[src/rtl/eth_pkg.sv]
// Shared constants, state encoding and helpers for the Ethernet transmit framer.
// The optional FCS stage is enabled by defining CRC_APPEND_EN.
package eth_pkg;

    localparam logic [7:0]  PREAMBLE_BYTE = 8'h55;
    localparam logic [7:0]  SFD_BYTE      = 8'hD5;
    localparam int          PREAMBLE_LEN  = 7;
    localparam int          MIN_PAYLOAD   = 60;
    localparam int          FCS_LEN       = 4;
    localparam logic [31:0] CRC32_POLY    = 32'h04C11DB7;
    localparam logic [31:0] CRC32_INIT    = 32'hFFFFFFFF;
    localparam logic [31:0] CRC32_RESIDUE = 32'hDEBB20E3;

    typedef enum logic [2:0] {
        ST_IDLE,
        ST_PRE,
        ST_SFD,
        ST_PAYLOAD,
        ST_PAD,
        ST_FCS,
        ST_DRAIN,
        ST_IFG
    } state_e;

    // Bit-reverse a 32-bit word; the LSB-first CRC shifts with the reflected polynomial.
    function automatic logic [31:0] reflect32(input logic [31:0] v);
        logic [31:0] r;
        for (int i = 0; i < 32; i++) r[i] = v[31-i];
        return r;
    endfunction

endpackage

[src/rtl/crc32_d8.sv]
// Combinational CRC-32 next-state for one byte, LSB-first (reflected) bit order.
module crc32_d8 import eth_pkg::*; (
    input  logic [31:0] crc_in,
    input  logic [7:0]  data,
    output logic [31:0] crc_out
);

    localparam logic [31:0] POLY_R = reflect32(CRC32_POLY);

    // Eight serial LFSR steps unrolled, data bit 0 first.
    always_comb begin
        crc_out = crc_in;
        for (int i = 0; i < 8; i++) begin
            crc_out = {1'b0, crc_out[31:1]} ^ ((crc_out[0] ^ data[i]) ? POLY_R : 32'h0);
        end
    end

endmodule

[src/rtl/tx_framer.sv]
// GMII-style transmit framer: preamble, SFD, payload from an async FIFO with a
// two-cycle read lookahead, zero padding to 60 bytes, underrun abort with drain,
// and a fixed inter-frame gap. Define CRC_APPEND_EN to append a CRC-32 FCS.
module tx_framer import eth_pkg::*; #(
    parameter int IFG_CYCLES = 12,
    parameter int LEN_W      = 11
) (
    input  logic             clk,
    input  logic             srst,
    input  logic             start_valid,
    output logic             start_ready,
    input  logic [LEN_W-1:0] frame_len,
    input  logic             fifo_empty,
    output logic             fifo_rd_en,
    input  logic [7:0]       fifo_data,
    output logic             tx_en,
    output logic             tx_er,
    output logic [7:0]       tx_data,
    output logic             frame_done,
    output logic             underrun
);

    // One extra bit keeps the pad comparison from wrapping at maximum length.
    localparam int            CW      = LEN_W + 1;
    localparam int            IW      = (IFG_CYCLES > 1) ? $clog2(IFG_CYCLES) : 1;
    localparam logic [CW-1:0] MIN_LEN = CW'(MIN_PAYLOAD);

    state_e          state_q, state_d;
    logic [CW-1:0]   cnt_q, cnt_d, cnt_inc;
    logic [CW-1:0]   rd_cnt_q, rd_cnt_d;
    logic [CW-1:0]   len_q, len_d;
    logic [IW-1:0]   ifg_cnt_q, ifg_cnt_d;
    logic            miss_q, miss_d;
    logic            tx_en_q, tx_en_d;
    logic            tx_er_q, tx_er_d;
    logic [7:0]      tx_data_q, tx_data_d;
    logic            frame_done_q, frame_done_d;
    logic            underrun_q, underrun_d;
    logic            rd_due;
    logic            body_end;

    assign cnt_inc = cnt_q + 1'b1;

`ifdef CRC_APPEND_EN
    logic [31:0] crc_q, crc_d, crc_next, fcs;
    logic [7:0]  crc_byte;

    // Pad bytes are zero; only payload cycles take the FIFO byte.
    assign crc_byte = (state_q == ST_PAYLOAD) ? fifo_data : 8'h00;
    assign fcs      = ~crc_q;

    crc32_d8 u_crc (
        .crc_in  (crc_q),
        .data    (crc_byte),
        .crc_out (crc_next)
    );
`endif

    // Next-state and next-output logic; the byte computed here appears on tx one cycle later.
    always_comb begin
        state_d      = state_q;
        cnt_d        = cnt_q;
        rd_cnt_d     = rd_cnt_q;
        len_d        = len_q;
        ifg_cnt_d    = ifg_cnt_q;
        miss_d       = 1'b0;
        tx_en_d      = 1'b0;
        tx_er_d      = 1'b0;
        tx_data_d    = 8'h00;
        frame_done_d = 1'b0;
        underrun_d   = 1'b0;
        rd_due       = 1'b0;
        body_end     = 1'b0;
`ifdef CRC_APPEND_EN
        crc_d        = crc_q;
`endif
        case (state_q)
            ST_IDLE: begin
                if (start_valid) begin
                    len_d    = {1'b0, frame_len};
                    cnt_d    = '0;
                    rd_cnt_d = '0;
                    state_d  = ST_PRE;
                end
            end
            ST_PRE: begin
                tx_en_d   = 1'b1;
                tx_data_d = PREAMBLE_BYTE;
                cnt_d     = cnt_inc;
                if (cnt_q == CW'(PREAMBLE_LEN - 1)) begin
                    cnt_d   = '0;
                    state_d = ST_SFD;
                end
            end
            ST_SFD: begin
                // The read for payload byte 0 goes out now so its data lands on the first payload slot.
                tx_en_d   = 1'b1;
                tx_data_d = SFD_BYTE;
                rd_due    = (len_q != '0);
                miss_d    = rd_due & fifo_empty;
                state_d   = (len_q != '0) ? ST_PAYLOAD : ST_PAD;
`ifdef CRC_APPEND_EN
                crc_d     = CRC32_INIT;
`endif
            end
            ST_PAYLOAD: begin
                if (miss_q) begin
                    // The slot whose read found the FIFO empty carries the error marker.
                    tx_en_d    = 1'b1;
                    tx_er_d    = 1'b1;
                    underrun_d = 1'b1;
                    state_d    = ST_DRAIN;
                end else begin
                    tx_en_d   = 1'b1;
                    tx_data_d = fifo_data;
                    cnt_d     = cnt_inc;
                    rd_due    = (cnt_inc < len_q);
                    miss_d    = rd_due & fifo_empty;
`ifdef CRC_APPEND_EN
                    crc_d     = crc_next;
`endif
                    if (cnt_inc == len_q) begin
                        if (cnt_inc < MIN_LEN) state_d = ST_PAD;
                        else                   body_end = 1'b1;
                    end
                end
            end
            ST_PAD: begin
                tx_en_d = 1'b1;
                cnt_d   = cnt_inc;
`ifdef CRC_APPEND_EN
                crc_d   = crc_next;
`endif
                if (cnt_inc == MIN_LEN) body_end = 1'b1;
            end
`ifdef CRC_APPEND_EN
            ST_FCS: begin
                tx_en_d   = 1'b1;
                tx_data_d = fcs[{cnt_q[1:0], 3'b000} +: 8];
                cnt_d     = cnt_inc;
                if (cnt_q == CW'(FCS_LEN - 1)) begin
                    frame_done_d = 1'b1;
                    ifg_cnt_d    = '0;
                    state_d      = ST_IFG;
                end
            end
`endif
            ST_DRAIN: begin
                // Keep the FIFO aligned to frame boundaries by discarding the rest of this frame.
                rd_due = (rd_cnt_q < len_q);
                if (!rd_due) begin
                    ifg_cnt_d = '0;
                    state_d   = ST_IFG;
                end
            end
            ST_IFG: begin
                if (ifg_cnt_q == IW'(IFG_CYCLES - 1)) state_d   = ST_IDLE;
                else                                  ifg_cnt_d = ifg_cnt_q + 1'b1;
            end
            default: state_d = ST_IDLE;
        endcase

        if (body_end) begin
`ifdef CRC_APPEND_EN
            cnt_d        = '0;
            state_d      = ST_FCS;
`else
            frame_done_d = 1'b1;
            ifg_cnt_d    = '0;
            state_d      = ST_IFG;
`endif
        end

        fifo_rd_en = rd_due & ~fifo_empty & ~srst;
        if (fifo_rd_en) rd_cnt_d = rd_cnt_q + 1'b1;
    end

    // State, counters and registered transmit outputs.
    always_ff @(posedge clk) begin
        if (srst) begin
            state_q      <= ST_IDLE;
            cnt_q        <= '0;
            rd_cnt_q     <= '0;
            len_q        <= '0;
            ifg_cnt_q    <= '0;
            miss_q       <= 1'b0;
            tx_en_q      <= 1'b0;
            tx_er_q      <= 1'b0;
            tx_data_q    <= 8'h00;
            frame_done_q <= 1'b0;
            underrun_q   <= 1'b0;
`ifdef CRC_APPEND_EN
            crc_q        <= CRC32_INIT;
`endif
        end else begin
            state_q      <= state_d;
            cnt_q        <= cnt_d;
            rd_cnt_q     <= rd_cnt_d;
            len_q        <= len_d;
            ifg_cnt_q    <= ifg_cnt_d;
            miss_q       <= miss_d;
            tx_en_q      <= tx_en_d;
            tx_er_q      <= tx_er_d;
            tx_data_q    <= tx_data_d;
            frame_done_q <= frame_done_d;
            underrun_q   <= underrun_d;
`ifdef CRC_APPEND_EN
            crc_q        <= crc_d;
`endif
        end
    end

    assign start_ready = (state_q == ST_IDLE);
    assign tx_en       = tx_en_q;
    assign tx_er       = tx_er_q;
    assign tx_data     = tx_data_q;
    assign frame_done  = frame_done_q;
    assign underrun    = underrun_q;

endmodule

[config.mk]
export PLATFORM = sky130hd
export DESIGN_NAME = tx_framer
export DESIGN_NICKNAME = d
export VERILOG_FILES = /design/src/rtl/eth_pkg.sv /design/src/rtl/crc32_d8.sv /design/src/rtl/tx_framer.sv
export SDC_FILE = /design/constraint.sdc
export NUM_CORES = 1
export LEC_CHECK = 0
export BUFFER_PORTS_ARGS = -buffer_cell sky130_fd_sc_hd__buf_2
export CAP_MARGIN = 20
export CORE_ASPECT_RATIO = 1.75
export CORE_MARGIN = 4
export CORE_UTILIZATION = 62
export CTS_CLUSTER_DIAMETER = 80
export DETAILED_ROUTE_END_ITERATION = 8
export MAX_ROUTING_LAYER = met4
export PLACE_DENSITY = 0.83
export SLEW_MARGIN = 40
export SYNTH_ARGS = -nofsm -noshare
export SYNTH_HDL_FRONTEND = slang
export SYNTH_HIERARCHICAL = 1
export SYNTH_SLANG_ARGS = --single-unit
[constraint.sdc]
create_clock -name clk -period 8 [get_ports clk]
set_input_delay 1.6 -clock clk [delete_from_list [all_inputs] [get_ports clk]]
set_output_delay 1.6 -clock clk [all_outputs]
set_load 0.02 [all_outputs]
==> flow_summary_export.csv <==
group,metric,value,unit
clocking,cts_setup_buffers,0,
clocking,cts.reportedPaths.clkPinSlew,90,ps
power,total_power,0.000776,W
placement,io_buffers,36,
synthesis,synth_top_area_frac,0.310,
synthesis,ys_ff_latch,54,
grt,track_usage,0.266,
route,vias,3198,
timing,clock_skew,10.8,ps
synthesis,synthFlopType,"dfxtp_1",
final_layout,post-route-util,0.685,
clocking,cts.path.max_buffers,2,
power,p_leak,1.55,nW
grt,grt.overflow.total,0,
grt,grt_first_pass_wirelength,14.4,mm
worst_setup_path,startpoint_type,"flip-flop",
synthesis,syn_inst,435,
die,start_util,0.652,
grt,antenna_found_initial,0,
timing,finalHoldViolCount,0,
worst_hold_path,worst_hold_path_type,"reg2reg",
power,ir_drop,0.121,mV
synthesis,ys_seq_area_frac,0.310,
route,wl,8.37,mm
die,die_h,107,um
worst_setup_path,cp_max_fo,24,
worst_setup_path,cp_data_required_time,6400,ps
synthesis,yosys.cell_count.top_type,"dfxtp_1",
clocking,htreeDepth,2,
die,dieArea,6930,um^2
worst_hold_path,holdPathStages,2,
synthesis,synth_edf_count,0,
synthesis,synth_area_leaders,"dfxtp_1 (31%), ha_1 (8.6%), nand2_1 (5.3%)",
final_layout,final_net_count,502,
clocking,cts-resized-gates,0,
timing,worstMarginPinSlew,813,ps
die,rows,35,
timing,period_minus_slack,5220,ps
timing,setup_viol,0,
synthesis,ys_types,55,
route,drcViolationCount,0,
placement,dp_hpwl,6.41,mm
route,wl_per_cell,15.8,um
synthesis,async_flop_share,0,
route,drtIter0Drc,242,
grt,met1_usage,0.275,
final_layout,regArea,1080,um^2
synthesis,synth.top_cells.by_count,"dfxtp_1 (54), nand2_1 (49), nor2_1 (40), o21ai_0 (33), a21oi_1 (31)",
die,core_area,5340,um^2
status,status,"complete, no violations",
final_layout,diodes,0,
synthesis,netlist_area,3480,um^2
placement,dp_cells,522,
final_layout,final_cells,530,
grt,met2_usage,0.477,
timing,fmax,0.192,GHz
synthesis,yosysTopAreaCell,"dfxtp_1",
worst_setup_path,cp-end-kind,"output port",
clocking,insertion_delay,310,ps
clocking,cts_buffers,5,
grt,busiest_layer,"met2",
synthesis,syn-num-nets,482,
synthesis,yosys_warnings,6,
clocking,cts_tree,"built",
timing,finalSetupTns,0,ps
placement,place_congestion,0.959,
route,ant_nets,0,
final_layout,areaGrowthSynthToFinish,5.03,%
worst_setup_path,cp.arrival,3620,ps
timing,min_period_over_period,0.653,
timing,slew_viol_final,0,
power,powerDensity,212,nW/um^2
worst_setup_path,reg2regPathDepth,12,
route,firstDrtPassIters,5,
grt,grt_pass1_vias,3161,
final_layout,layout-drive-gt1-share,0.132,
final_layout,fill_cells,477,
worst_setup_path,worstSetupPathType,"reg2out",
route,via_per_inst,6.03,
timing,rsz0062_at_grt,"false",
grt,grtUsageMet3,0.0335,
flow_run,cap_violations,0,
synthesis,synth.avg_cell_area,8.01,um^2
die,ioPinCount,37,
grt,grt_max_degree,33,
final_layout,multiInputGateArea,2140,um^2
clocking,cts.sinks,54,
timing,slew_headroom,0.457,
die,die_w,64.7,um
clocking,ctsHoldBuffers,0,
clocking,clockRootBuffer,"clkbuf_8",
## where the power goes
group | switching (W) | internal [W]
combinational | 0.000183 | 0.0000974
sequential | 0.0000396 | 0.000296
clock | 0.0000903 | 0.0000698
total | 0.000313 | 0.000463
## state kept, by name, indices dropped and copies added, names as in the netlist
| name | cells |
|---|---|
| cnt_q | 12 |
| rd_cnt_q | 12 |
| len_q | 11 |
| tx_data | 8 |
| ifg_cnt_q | 4 |
| state_q | 3 |
| frame_done | 1 |
| miss_q | 1 |
| tx_en | 1 |
| underrun | 1 |
## final timing paths
kind | from | endpoint | slack (ps)
worst min register to register | len_q[2]$_SDFFE_PP0P_ | len_q[2]$_SDFFE_PP0P_ | 480
worst min-delay path | len_q[2]$_SDFFE_PP0P_ | len_q[2]$_SDFFE_PP0P_ | 480
worst max-delay path | cnt_q[2]$_SDFFE_PP0P_ | fifo_rd_en | 2780
worst max register to register | cnt_q[2]$_SDFFE_PP0P_ | rd_cnt_q[3]$_SDFFE_PP0P_ | 4380
## critical path, stage by stage, from the launching register on
cell	delay [ps]
dfxtp_1	490
and4_1	300
and3_1	290
xor2_1	160
ha_1	300
nor2b_1	160
nand4_1	120
o2111ai_1	120
a311o_1	340
o21bai_1	170
o21a_1	590
buf_2	280
## through the flow
step                cell area, um^2  setup slack [ps]  hold WS (ps)
finish                         3660              2780           480
global route                   3660              2330           521
CTS                            3660              2780           478
detailed placement             3560              3140           465
global placement               3560              3260           458
floorplan                      3480              3740           447
## layout make-up
type,count,share of cell area
Timing Repair Buffer,36,0.0492
Sequential cell,54,0.295
Tap cell,74,0.0253
Clock buffer,6,0.0226
Inverter,19,0.0195
Multi-Input combinational cell,339,0.585
Clock inverter,2,0.00342
## placed cells by master, fill, tap and decap left out, types with 5 or more instances in the layout
cell / n
dfxtp_1: 54
nand2_1: 49
nor2_1: 40
buf_2: 36
o21ai_0: 33
a21oi_1: 31
ha_1: 24
nand3_1: 22
inv_1: 19
nor2b_1: 12
and3_1: 11
nor3_1: 10
nor4_1: 9
xnor2_1: 8
a31oi_1: 8
nand3b_1: 8
nand4_1: 7
clkbuf_8: 6
and2_1: 5
nor3b_1: 5
## metal layers
layer	share of wire	wire length, um
met1	0.38	3170
met2	0.53	4450
met3	0.034	285
met4	0.055	459
met5	0	0
## kinds of logic after synthesis
| family | count (synthesis) | synth area share |
|---|---|---|
| muxes | 5 | 0.0147 |
| and+or+nand+nor | 199 | 0.303 |
| adders and majority gates | 24 | 0.0862 |
| buffers and inverters | 42 | 0.0779 |
| DFF | 54 | 0.310 |
| xor gates and xnor gates | 12 | 0.0345 |
| AOI/OAI and AO/OA | 99 | 0.174 |
Power figures use the tool's default switching activity.
